File: src/rtl/complete_sub_seq.sv
// complete_sub_seq: multi-cycle floating-point subtractor, res = opA - opB
//
// Operand / result format: [31:24] signed exponent E, [23:0] signed mantissa M,
// value = M * 2^E. One operation in flight, valid/ready on both sides.
//
// Ports:
//   clk        clock, all state on rising edge
//   rst_n      asynchronous active-low reset, returns to IDLE and clears outputs
//   in_valid   opA/opB valid
//   in_ready   operands accepted (high only in IDLE)
//   opA        minuend
//   opB        subtrahend
//   out_valid  res/overflow valid, held until out_ready
//   out_ready  consumer accepts result
//   res        {exponent[7:0], mantissa[23:0]}
//   overflow   exponent saturated at +127
//
// Optional feature: define NORM_LEFT_EN to enable left normalisation in NORM.
// Without it the result keeps the aligned exponent, matching the adder.
module complete_sub_seq #(
    parameter int MAX_ALIGN = 24
) (
    input  logic        clk,
    input  logic        rst_n,
    input  logic        in_valid,
    output logic        in_ready,
    input  logic [31:0] opA,
    input  logic [31:0] opB,
    output logic        out_valid,
    input  logic        out_ready,
    output logic [31:0] res,
    output logic        overflow
);

    typedef enum logic [2:0] {IDLE, ALIGN, SUB, NORM, DONE} state_t;

    localparam logic signed [8:0] MAX_A = 9'(MAX_ALIGN);

    state_t             state_q, state_d;
    logic signed [8:0]  ea_q, ea_d, eb_q, eb_d, e_q, e_d;
    logic signed [23:0] ma_q, ma_d, mb_q, mb_d;
    logic signed [24:0] d_q, d_d;
    logic [31:0]        res_q, res_d;
    logic               ovf_q, ovf_d;
    logic signed [8:0]  de;
    logic signed [8:0]  de_neg;
    logic               fits;

    always_comb begin
        state_d = state_q;
        ea_d    = ea_q;
        eb_d    = eb_q;
        ma_d    = ma_q;
        mb_d    = mb_q;
        d_d     = d_q;
        e_d     = e_q;
        res_d   = res_q;
        ovf_d   = ovf_q;
        // 9-bit difference of sign-extended exponents cannot wrap
        de      = ea_q - eb_q;
        de_neg  = eb_q - ea_q;
        // the 25-bit difference fits 24 bits when its top two bits agree
        fits    = d_q[24] == d_q[23];
        case (state_q)
            IDLE: begin
                if (in_valid) begin
                    ea_d    = {opA[31], opA[31:24]};
                    eb_d    = {opB[31], opB[31:24]};
                    ma_d    = opA[23:0];
                    mb_d    = opB[23:0];
                    ovf_d   = 1'b0;
                    state_d = ALIGN;
                end
            end
            ALIGN: begin
                if (de == 9'sd0) begin
                    state_d = SUB;
                end else if (de > 9'sd0) begin
                    // beyond MAX_A every bit of B's mantissa would shift out
                    eb_d = (de > MAX_A) ? ea_q : eb_q + 9'sd1;
                    mb_d = (de > MAX_A) ? {24{mb_q[23]}} : mb_q >>> 1;
                end else begin
                    ea_d = (de_neg > MAX_A) ? eb_q : ea_q + 9'sd1;
                    ma_d = (de_neg > MAX_A) ? {24{ma_q[23]}} : ma_q >>> 1;
                end
            end
            SUB: begin
                d_d     = {ma_q[23], ma_q} - {mb_q[23], mb_q};
                e_d     = ea_q;
                state_d = NORM;
            end
            NORM: begin
                if (!fits) begin
                    if (e_q == 9'sd127) begin
                        res_d   = {8'h7F, d_q[24] ? 24'h800000 : 24'h7FFFFF};
                        ovf_d   = 1'b1;
                        state_d = DONE;
                    end else begin
                        d_d = d_q >>> 1;
                        e_d = e_q + 9'sd1;
                    end
                end else if (d_q == '0) begin
                    res_d   = '0;
                    state_d = DONE;
                end
`ifdef NORM_LEFT_EN
                // redundant sign bit and exponent headroom: shift left once more
                else if (d_q[23] == d_q[22] && e_q != -9'sd128) begin
                    d_d = d_q <<< 1;
                    e_d = e_q - 9'sd1;
                end
`endif
                else begin
                    res_d   = {e_q[7:0], d_q[23:0]};
                    state_d = DONE;
                end
            end
            DONE: begin
                if (out_ready) state_d = IDLE;
            end
            default: state_d = IDLE;
        endcase
    end

    always_ff @(posedge clk or negedge rst_n) begin
        if (!rst_n) begin
            state_q <= IDLE;
            ea_q    <= '0;
            eb_q    <= '0;
            ma_q    <= '0;
            mb_q    <= '0;
            d_q     <= '0;
            e_q     <= '0;
            res_q   <= '0;
            ovf_q   <= 1'b0;
        end else begin
            state_q <= state_d;
            ea_q    <= ea_d;
            eb_q    <= eb_d;
            ma_q    <= ma_d;
            mb_q    <= mb_d;
            d_q     <= d_d;
            e_q     <= e_d;
            res_q   <= res_d;
            ovf_q   <= ovf_d;
        end
    end

    assign in_ready  = state_q == IDLE;
    assign out_valid = state_q == DONE;
    assign res       = res_q;
    assign overflow  = ovf_q;

endmodule

File: config.mk
export PLATFORM = sky130hd
export DESIGN_NAME = complete_sub_seq
export DESIGN_NICKNAME = d
export VERILOG_FILES = /design/src/rtl/complete_sub_seq.sv
export SDC_FILE = /design/constraint.sdc
export NUM_CORES = 1
export LEC_CHECK = 0
export BUFFER_PORTS_ARGS = -buffer_cell sky130_fd_sc_hd__buf_4
export CORE_MARGIN = 4
export CORE_UTILIZATION = 55
export CTS_CLUSTER_DIAMETER = 100
export DETAILED_ROUTE_END_ITERATION = 10
export PLACE_DENSITY = 0.76
export SYNTH_ARGS = -nofsm -noshare
export SYNTH_HDL_FRONTEND = slang
export SYNTH_SLANG_ARGS = --single-unit
export TNS_END_PERCENT = 20
File: constraint.sdc
create_clock -name clk -period 3.99 [get_ports clk]
set_clock_uncertainty 0.1 [all_clocks]
set_input_delay 0.798 -clock clk [delete_from_list [all_inputs] [get_ports clk]]
set_output_delay 0.798 -clock clk [all_outputs]
set_load 0.005 [all_outputs]
# Word-level counts from Yosys, hierarchy flattened
# Cells that the tools add are included.
[totals]
regBits = 136
input_bits = 68
output_inout_bits = 35
wordCells = 96
[op_classes]
n_addsub = 6
order_cmp = 3
n_eq_ne = 18
mux = 40
bitwise_logic = 1
reduce_logical = 16
[op_table]
columns = ["cell", "n"]
rows = [
  ["24-bit two-way mux", 11],
  ["32-bit two-way mux", 3],
  ["24-bit one-hot mux with 2 select lines", 2],
  ["9-bit two-way mux", 10],
  ["9-bit one-hot mux with 2 select lines", 3],
  ["25-bit one-hot mux with 2 select lines", 1],
  ["9-bit by 2-bit adder with 9-bit output (second input constant)", 3],
  ["25-bit zero test", 1],
  ["24-bit by 24-bit subtractor with 25-bit output", 1],
  ["2-bit inequality test (second input constant)", 10],
  ["9-bit by 6-bit greater-than comparator with 1-bit output (second input constant)", 2],
  ["9-bit subtractor", 2],
  ["4-bit AND reduction", 4],
  ["3-bit two-way mux", 5],
  ["3-bit one-hot mux with 5 select lines", 1],
  ["5-bit AND reduction", 2],
  ["9-bit by 8-bit == test with 1-bit output (second input constant)", 1],
  ["9-bit by 1-bit greater-than comparator with 1-bit output (second input constant)", 1],
  ["9-bit zero test", 1],
  ["2-bit nonzero test", 4],
  ["3-bit by 2-bit == test with 1-bit output (second input constant)", 2],
  ["2-bit AND reduction", 2],
  ["3-bit by 1-bit == test with 1-bit output (second input constant)", 1],
  ["3-bit == test (second input constant)", 1],
  ["8 further kinds", 10],
]

# Longest topological paths before layout
# Gate-level depths: netlist of run 1.
[logic_depth]
word_depth = 6
mapped_depth = 14
depth_no_buf = 11

# Worst setup path before layout of run 1
# No wires, ideal clock.
[synth_path]
kind = "reg2reg"
startpoint = "register ea_q[0]"
endpoint = "register ma_q[21]"
setup_time_ns = 0.094
arrival_time_ns = 2.710
setup_slack_ns = 1.086
path_stages_with_launch = 12
cell_sequence = "dfrtp_1 ha_1 fa_1 nand2b_1 a21oi_1 nand2_1 a311oi_1 xor2_1 o31ai_4 o21ba_4 buf_6 a211oi_1"
[synth_between]
elab_chain_cells = 6
[synth_lines]
columns = ["item", "line", "rtl"]
rows = [
  ["start: declaration", "40", "logic signed [8:0] ea_q, ea_d, eb_q, eb_d, e_q, e_d;"],
  ["start signal: assignment", "128", "ea_q <= '0;"],
  ["start signal: assignment", "138", "ea_q <= ea_d;"],
  ["9-bit subtractor", "61", "de_neg = eb_q - ea_q;"],
  ["9-bit by 6-bit greater-than comparator with 1-bit output", "84", "ma_d = (de_neg > MAX_A) ? {24{ma_q[23]}} : ma_q >>> 1;"],
  ["24-bit two-way mux", "84", ""],
  ["24-bit two-way mux", "78", "end else if (de > 9'sd0) begin"],
  ["24-bit two-way mux", "76", "if (de == 9'sd0) begin"],
  ["24-bit one-hot mux with 2 select lines", "64", "case (state_q)"],
  ["end signal: assignment", "140", "ma_q <= ma_d;"],
  ["end: declaration", "41", "logic signed [23:0] ma_q, ma_d, mb_q, mb_d;"],
]
# Parallel ways exist; a longest one is shown, timed or not. The select of a mux whose other input is x is not followed.
# A chain may end at the register's enable or synchronous reset.

# Final worst setup path of run 1
[layout_path]
startpoint = "register ea_q[4]"
endpoint = "register mb_q[15]"
[layout_between]
elab_chain_cells = 6
[layout_lines]
columns = ["item", "line", "rtl"]
rows = [
  ["9-bit subtractor (*)", "60", "de = ea_q - eb_q;"],
  ["9-bit by 6-bit greater-than comparator with 1-bit output", "81", "mb_d = (de > MAX_A) ? {24{mb_q[23]}} : mb_q >>> 1;"],
  ["24-bit two-way mux", "81", ""],
  ["24-bit two-way mux", "78", ""],
  ["24-bit two-way mux", "76", ""],
  ["24-bit one-hot mux with 2 select lines", "64", ""],
  ["end signal: assignment", "141", "mb_q <= mb_d;"],
  ["end: declaration", "41", ""],
]
# Mark *: on every way between the ends. The rest lies on a longest branch, timed or not. The select of a mux whose other input is x is not followed.

==> results of run 1 <==
## state kept, by name, summed over array words and instances, names as in the netlist
register and cells:
overflow 1, state_q 3, mb_q 24, ea_q 9, d_q 25, eb_q 9
e_q 9, ma_q 24, res 32
## layer usage
metal | up-vias | GRT usage (%) | wire length (microns) | share of wire (%)
li1 | 4108 | - | - | -
met1 | 3913 | 40.6 | 11800 | 48
met2 | 277 | 39.7 | 10700 | 44
met3 | 23 | 4.34 | 1580 | 6.5
met4 | 0 | 6.49 | 284 | 1.2
met5 | - | 0 | 0 | 0
## worst max-delay path, stage by stage (launching register included)
cell and delay, ps:
dfrtp_1 450, inv_1 100, ha_1 550, nand2_1 170, a211o_1 290, a41oi_1 210
xor2_1 140, or4b_1 620, a21oi_4 470, buf_4 260, nand2_1 60, o211ai_1 80
## synth_stat cells (3+ instances only)
cell type	instances	area share, %
nand2_1	208	8.6
dfrtp_1	136	37
o21ai_0	97	5.3
nor2_1	94	3.9
a21oi_1	76	4.2
nand3_1	67	3.7
inv_1	54	2.2
clkbuf_1	50	2.1
ha_1	43	5.9
nor3_1	38	2.1
o211ai_1	36	3.0
xnor2_1	28	2.7
a211oi_2	17	2.3
mux2i_1	15	1.7
xor2_1	13	1.3
buf_2	12	0.66
nor2b_1	10	0.69
a211oi_1	9	0.74
and2_1	9	0.62
nor4_1	8	0.55
a21o_1	7	0.58
a31oi_1	7	0.48
buf_4	7	0.58
nand2b_1	6	0.41
o22ai_1	6	0.41
and3_1	5	0.34
nand4_1	5	0.34
a211o_1	4	0.39
o221ai_1	4	0.39
o31ai_1	4	0.33
a22oi_1	3	0.25
buf_1	3	0.12
o21a_1	3	0.25
o21bai_1	3	0.25
o311ai_0	3	0.29
or2_2	3	0.21
or3_1	3	0.21
## through the flow
stage	setup slack [ps]	utilization (%)	hold slack (ps)
2_1_floorplan	1090	-	371
3_3_place_gp	489	62.2	364
3_5_place_dp	407	62.2	372
4_1_cts	390	66.0	386
5_1_grt	106	66.0	398
6_report	363	66.0	336
## final timing paths
kind | from | endpoint | slack (ps) | cells past startpoint
max in group asynchronous | rst_n | res[17] | 2600 | 2
worst max-delay path | ea_q[4] | mb_q[15] | 360 | 11
min in group clk | res[12] | res[12] | 370 | 2
worst min register to register | res[12] | res[12] | 370 | 2
worst min-delay path | rst_n | res[28] | 340 | 1
worst max register to register | ea_q[4] | mb_q[15] | 360 | 11
## cell type report
type                       instances  area, sq um  area share (%)
clock inverter                    15          178            1.68
clock buffer                      17          425            4.01
inverter                          54          203            1.91
timing repair buffer             127          957            9.03
tap                              216          270            2.55
multi-input combinational        870         5160            48.7
sequential                       136         3400            32.1
## cell families (layout without fill, tap and decap cells)
| kind of cell | count (synthesis) | count (layout) | synth area share [%] |
|---|---|---|---|
| AOI/OAI and AO/OA | 304 | 304 | 22.2 |
| muxes | 16 | 16 | 1.78 |
| xor gates and xnor gates | 41 | 41 | 3.95 |
| buffers and inverters | 128 | 213 | 5.91 |
| adders and majority gates | 45 | 45 | 6.36 |
| DFF | 136 | 136 | 37.5 |
| and+or+nand+nor | 464 | 464 | 22.4 |
## layout by cell type, fill, tap and decap left out, drive strengths merged, types with 4 or more instances in the layout
cell | synthesis | layout
xor2 | 13 | 13
o211ai | 36 | 36
nand4 | 5 | 5
nor2b | 10 | 10
o22ai | 6 | 6
mux2i | 15 | 15
clkinvlp | 0 | 5
buf | 24 | 127
clkbuf | 50 | 17
nor4 | 8 | 8
nor2 | 94 | 94
nand2 | 209 | 209
a21o | 7 | 7
ha | 43 | 43
o221ai | 4 | 4
xnor2 | 28 | 28
nor3 | 39 | 39
or2 | 5 | 5
nand2b | 6 | 6
nand3 | 67 | 67
a211o | 4 | 4
dfrtp | 136 | 136
o21ai | 98 | 98
a211oi | 26 | 26
and2 | 9 | 9
inv | 54 | 56
clkinv | 0 | 5
and3 | 5 | 5
o31ai | 6 | 6
a21oi | 77 | 77
a31oi | 7 | 7
==> results by group, run 1 <==
Clock network
  – Num CTS Buffers: 17
  – Clock-pin slew of the registers on the worst-case setup and hold paths: 60 ps
  – Clock latency on the worst-skew pair: between 400 and 500 ps
  – PostCTS Resize Cnt: 0
  – CTS Buffer Depth: 2
  – Htree depth: 4
  – Hold_buf cts: 0
  – Root Driver: clkbuf_16
  – CTS tree: yes
  – Post-CTS setup buffers: 0
  – CTS sink cnt: 136

Floorplan
  – Die area: 18600 sq um
  – Num ports: slightly above 100
  – Horiz. Die Dim: 137 microns
  – Initial core utilization: a little under three fifths
  – Core area: 16100 sq um
  – Row Count: 46
  – Die height: 137 microns

Finish
  – Fin nets: 1319
  – Fillers: around 1400
  – Share of layout cells above drive strength 1: 16.0%
  – Area Overhead vs Synth: 16.6%
  – Diode count: 0
  – Post-route cell area: 10600 sq um
  – Fin cells: 1435

Global routing
  – Largest net degree at the start of global routing: 96
  – Vias in the first global route: 7655
  – Tot GR Track Use: 26.7%
  – Initial antenna violation count: 0
  – First-pass GRT wire length: 39.5 mm
  – Grt ovf: 0

Synthesis
  – Ys flop type: dfrtp_1
  – Yosys warns: 0
  – Syn Nets: 1247
  – Post-synth EDFFs: 0
  – Syn Inst Count: roughly 1100
  – Count of cell types in the netlist: 67
  – Register bit total from synthesis: 136
  – Async S/R FF share, synth: 100%
  – Post-Syn Area: 9090 sq um
  – Avg Synthesized Cell Area: 8.01 sq um
  – Sequential share of the synthesized area: 37.5%

Timing
  – F_max: 276 MHz
  – Slew Limit Fails: 0
  – Min Clock Period, post-route: 3630 ps
  – Final worst-path cycle share: 90.9%
  – Final hold viol count: 0
  – Final setup viols: 0
  – Worst slew pin tran: 959 ps
  – Normalized max-slew margin: 35.9%
  – RSZ-0062 raised after global routing: false
  – Setup tns final: 0 ps

Detailed routing
  – WL per Instance: 16.9 microns
  – Initial DRC Count: between 600 and 700
  – Via count: approximately 8300
  – Iteration count of the initial detailed-routing pass: 7
  – Avg Vias per Cell: 5.80
  – Final ANT Viol Nets: 0
  – Residual DRC: 0
  – Drt total wl: 24.3 mm

Setup path
  – Worst setup EP type: flop
  – Critical path data arrival time: just under 4000 ps
  – Setup CP Type: reg -> reg
  – CP max FO: 17
  – CP required: 4230 ps
  – Setup crit start kind: flop

Hold path
  – Hold/Removal Path Class: in -> async

Flow run
  – Max-Cap Viols: 0

Placement
  – Dpl cells: 1403
  – Dpl cell area: 9990 sq um
  – Post-detail-place hpwl: ~18 mm
  – IO buf count: 102
  – Gpl congestion: 0.907

Run status
  – Run status: completed
Power of run 1 is left out: the tool's default activity adds up to more than one toggle a clock period on the data nets, which glitch-free logic cannot reach.
==> run 2, diff against run 1 <==
--- a/config.mk
+++ b/config.mk
@@ -8,6 +8,7 @@
 export BUFFER_PORTS_ARGS = -buffer_cell sky130_fd_sc_hd__buf_4
 export CORE_MARGIN = 4
 export CORE_UTILIZATION = 55
+export CTS_BUF_LIST = sky130_fd_sc_hd__clkbuf_4 sky130_fd_sc_hd__clkbuf_8
 export CTS_CLUSTER_DIAMETER = 100
 export DETAILED_ROUTE_END_ITERATION = 10
 export PLACE_DENSITY = 0.76
==> results by group, run 2 (same netlist as run 1, synthesis figures left out) <==
Clock network
  – Htree depth: 4 (unchanged)
  – Post-CTS setup buffers: 0 (unchanged)
  – Clock latency on the worst-skew pair: 460 ps (+30 ps)
  – PostCTS Resize Cnt: 0 (unchanged)
  – CTS tree: yes
  – Num CTS Buffers: 17 (unchanged)
  – Clock-pin slew of the registers on the worst-case setup and hold paths: 80 ps (+20 ps)
  – CTS sink cnt: 136 (unchanged)
  – Root Driver: clkbuf_8
  – Hold_buf cts: 0 (unchanged)
  – CTS Buffer Depth: 2 (unchanged)

Setup path
  – R2R Path Start: ea_q[4]
  – Reg-to-reg setup timing slack: 350 ps (about the same)
  – Setup crit start kind: flop
  – Cell depth of the worst setup path: 11 (unchanged)
  – Kind of cell adding the most delay to the critical path: compound AO/OA/AOI/OAI gates
  – Setup CP Type: reg -> reg
  – Slowest CP cell: or4b_1
  – R2R cell count: 11 (unchanged)
  – R2R Path End: mb_q[15]
  – CP dominant cell by count: nand2_1
  – Worst setup EP type: flop
  – Critical path data arrival time: 3910 ps (+40 ps)
  – CP required: 4260 ps (+30 ps)
  – CP max FO: 17 (unchanged)
  – Crit path to: mb_q[15]
  – CP Buf/Inv Count: 2 (unchanged)
  – Critical Path, Cell by Cell: inv_1, ha_1, nand2_1, a211o_1, a41oi_1, xor2_1, or4b_1, a21oi_4, buf_4, nand2_1, o211ai_1
  – Crit path launch: ea_q[4]
  – Crit path largest cell delay: 620 ps (about the same)

Timing
  – Worst slew pin tran: 928 ps (-30.8 ps)
  – RSZ-0062 raised after global routing: false
  – F_max: 275 MHz (-0.29%)
  – Min Clock Period, post-route: 3640 ps (+10.7 ps)
  – Normalized max-slew margin: 38.0% (+2.1 points)
  – Final setup viols: 0 (unchanged)
  – Post-route setup slack: 352 ps (-10.7 ps)
  – Slew Limit Fails: 0 (unchanged)
  – Final worst-path cycle share: 91.2% (+0.27 points)
  – Final hold viol count: 0 (unchanged)
  – Setup tns final: 0 ps (unchanged)

Placement
  – Post-detail-place hpwl: 17.8 mm (unchanged)
  – Gpl congestion: 0.907 (unchanged)
  – IO buf count: 102 (unchanged)
  – Pre-CTS setup slack: 407 ps (unchanged)

Global routing
  – First-pass GRT wire length: 39.2 mm (-0.96%)
  – Tot GR Track Use: 26.4% (-0.22 points)
  – Largest net degree at the start of global routing: 96 (unchanged)
  – Grt ovf: 0 (unchanged)
  – Vias in the first global route: 7594 (-0.80%)
  – Initial antenna violation count: 0 (unchanged)

Finish
  – Commonest non-fill, non-tap cells in the layout: nand2_1, dfrtp_1, buf_4, o21ai_0, nor2_1
  – Area Overhead vs Synth: 14.5%
  – Most common cell after layout, fill and taps aside: nand2_1
  – Fin nets: 1319 (unchanged)
  – Diode count: 0 (unchanged)
  – Largest register FFs: 32 (unchanged)
  – Share of layout cells above drive strength 1: 16.0% (unchanged)

Detailed routing
  – Final ANT Viol Nets: 0 (unchanged)
  – Drt total wl: 24.0 mm (-1.2%)
  – Via count: 8339 (+0.22%)
  – Initial DRC Count: 670 (-2.6%)
  – Residual DRC: 0 (unchanged)
  – Iteration count of the initial detailed-routing pass: 5 (-2)
  – WL per Instance: 16.7 microns (-1.2%)
  – Avg Vias per Cell: 5.81 (+0.22%)

Flow run
  – Max-Cap Viols: 0 (unchanged)

Floorplan
  – Initial core utilization: 56.6% (unchanged)
  – Num ports: 103 (unchanged)
  – Core area: 16100 sq um (unchanged)
  – Row Count: 46 (unchanged)
  – Die area: 18600 sq um (unchanged)
  – Horiz. Die Dim: 137 microns (unchanged)
  – Die height: 137 microns (unchanged)

Hold path
  – Hold/Removal Path Class: in -> async

Run status
  – Run status: completed
## run 2: cell counts in the layout (fill, tap and decap cells not counted)
Identical to the previous run, type by type.
## run 2: per-layer routing
metal  track usage [%]  wire [microns]
met4              7.00             324
met3              4.60            1780
met1              40.5           11500
met5                 0               0
met2              38.6           10400
## run 2: area by class of cell
class	instances	area (sq um)
Tap cell	216	270
Timing Repair Buffer	127	957
Multi-Input combinational cell	870	5160
Fill cell	1419	5650
Clock inverter	15	178
Sequential cell	136	3400
Clock buffer	17	234
Inverter	54	203
## run 2: worst min-delay path by stage
stage,start,to,slack (ps)
after floorplan,mb_q[0],mb_q[0],370
after global placement,res[13],res[13],360
after detailed placement,res[12],res[12],370
after CTS,rst_n,res[24],350
after global routing,rst_n,res[27],380
final,rst_n,res[26],290
## run 2: metrics by stage
step	cell area (sq um)	utilization [%]	cells	hold WS, ps
finish	10400	64.8	1435	294
global route	10400	64.8	1435	376
CTS	10400	64.8	1435	347
detailed placement	9990	62.2	1403	372
global placement	9990	62.2	1403	364
floorplan	9090	-	1134	371
Power of run 2 is left out for the same reason.
==> run 3, diff against run 2 <==
==> constraint.sdc (replaced) <==
create_clock -name clk -period 4.3 [get_ports clk]
set_clock_uncertainty 0.1 [all_clocks]
set_input_delay 0.86 -clock clk [delete_from_list [all_inputs] [get_ports clk]]
set_output_delay 0.86 -clock clk [all_outputs]
set_load 0.005 [all_outputs]
==> results by group, run 3 (same netlist as run 1, synthesis figures left out) <==
Global routing
  – Largest net degree at the start of global routing: 76 (-21%)
  – Tot GR Track Use: 26.2% (-0.22 points)
  – Vias in the first global route: 7744 (+2.0%)
  – Initial antenna violation count: 1 (+1)
  – First-pass GRT wire length: 38.9 mm (-0.62%)
  – Grt ovf: 0 (unchanged)

Hold path
  – Hold/Removal Path Class: in -> async

Clock network
  – PostCTS Resize Cnt: 0 (unchanged)
  – Post-CTS setup buffers: 0 (unchanged)
  – Num CTS Buffers: 17 (unchanged)
  – CTS Buffer Depth: 2 (unchanged)
  – Clock-pin slew of the registers on the worst-case setup and hold paths: 80 ps (about the same)
  – CTS sink cnt: 136 (unchanged)
  – CTS tree: yes
  – Clock latency on the worst-skew pair: 450 ps (about the same)
  – Htree depth: 4 (unchanged)
  – Root Driver: clkbuf_8
  – Hold_buf cts: 0 (unchanged)

Detailed routing
  – Via count: 8284 (-0.66%)
  – Drt total wl: 23.8 mm (-0.99%)
  – Final ANT Viol Nets: 0 (unchanged)
  – WL per Instance: 16.6 microns (-0.64%)
  – Avg Vias per Cell: 5.79 (-0.31%)
  – Initial DRC Count: 701 (+4.6%)
  – Iteration count of the initial detailed-routing pass: 5 (unchanged)
  – Residual DRC: 0 (unchanged)

Placement
  – IO buf count: 102 (unchanged)
  – Pre-CTS setup slack: 805 ps (+398 ps)
  – Gpl congestion: 0.925 (+2.0%)
  – Post-detail-place hpwl: 17.9 mm (+0.34%)

Finish
  – Area Overhead vs Synth: 14.4%
  – Share of layout cells above drive strength 1: 15.7% (-0.35 points)
  – Largest register FFs: 32 (unchanged)
  – Most common cell after layout, fill and taps aside: nand2_1
  – Diode count: 0 (unchanged)
  – Commonest non-fill, non-tap cells in the layout: nand2_1, dfrtp_1, buf_4, o21ai_0, nor2_1
  – Fin nets: 1315 (-0.30%)

Floorplan
  – Row Count: 46 (unchanged)
  – Horiz. Die Dim: 137 microns (unchanged)
  – Core area: 16100 sq um (unchanged)
  – Die area: 18600 sq um (unchanged)
  – Initial core utilization: 56.6% (unchanged)
  – Die height: 137 microns (unchanged)
  – Num ports: 103 (unchanged)

Setup path
  – R2R cell count: 11 (unchanged)
  – R2R Path Start: ea_q[4]
  – Setup crit start kind: flop
  – R2R Path End: mb_q[0]
  – Setup CP Type: reg -> reg
  – Reg-to-reg setup timing slack: 780 ps (+430 ps)
  – Worst setup EP type: flop
  – CP required: 4570 ps (+310 ps)
  – Crit path launch: ea_q[4]
  – CP max FO: 23 (+6)
  – Critical path data arrival time: 3790 ps (-120 ps)

Timing
  – Final worst-path cycle share: 81.9% (-9.3 points)
  – Min Clock Period, post-route: 3520 ps (-118 ps)
  – Slew Limit Fails: 0 (unchanged)
  – Setup tns final: 0 ps (unchanged)
  – Post-route setup slack: 779 ps (+428 ps)
  – F_max: 284 MHz (+3.3%)
  – Normalized max-slew margin: 42.7% (+4.7 points)
  – Final hold viol count: 0 (unchanged)
  – Worst slew pin tran: 860 ps (-68.1 ps)
  – Final setup viols: 0 (unchanged)
  – RSZ-0062 raised after global routing: false

Run status
  – Run status: completed

Flow run
  – Max-Cap Viols: 0 (unchanged)
-- run 3: cell types whose count changed in the layout (fill, tap and decap cells not counted), sizes merged --
| cell | before | now |
|---|---|---|
| clkinvlp | 5 | 4 |
| clkinv | 5 | 3 |
| clkbuf | 17 | 20 |
| buf | 127 | 123 |
| inv | 56 | 55 |
-- run 3: critical path: stages (launching register included) --
cell and delay, ps:
dfrtp_1 490, inv_1 120, ha_1 550, nand2_1 170
a211o_1 300, a41oi_1 220, xor2_1 150, o31ai_4 490
buf_4 260, buf_4 270, a21oi_1 140, o211ai_1 180
-- run 3: worst max path at each step --
stage | to | slack, ps | cells after the start
2_1_floorplan | ma_q[21] | 1400 | 11
3_3_place_gp | eb_q[4] | 830 | 11
3_5_place_dp | eb_q[3] | 800 | 11
6_report | mb_q[0] | 780 | 11
4_1_cts | mb_q[0] | 810 | 11
5_1_grt | mb_q[0] | 530 | 12
-- run 3: area by class of cell --
class,instances,area (sq um)
Clock inverter,11,148
Inverter,54,203
Sequential cell,136,3400
Multi-Input combinational cell,870,5160
Fill cell,1422,5660
Tap cell,216,270
Timing Repair Buffer,123,940
Clock buffer,20,269
-- run 3: per-stage QoR --
stage                     area, sq um  hold slack [ps]  cells  util [%]
after CTS                       10400              328   1430      64.7
after detailed placement         9980              371   1399      62.1
final                           10400              333   1430      64.7
after global placement           9980              364   1399      62.1
after floorplan                  9090              371   1134         -
after global routing            10400              353   1430      64.7
-- run 3: per-layer routing --
layer / vias to the layer above / part of all wire [%] / GRT usage, %
met1: 3892 / 48 / 39.4
met3: 31 / 6.3 / 5.55
met5: - / 0.076 / 0
met2: 259 / 44 / 38.4
met4: 2 / 1.4 / 6.94
li1: 4100 / - / -
Power of run 3 is left out for the same reason.
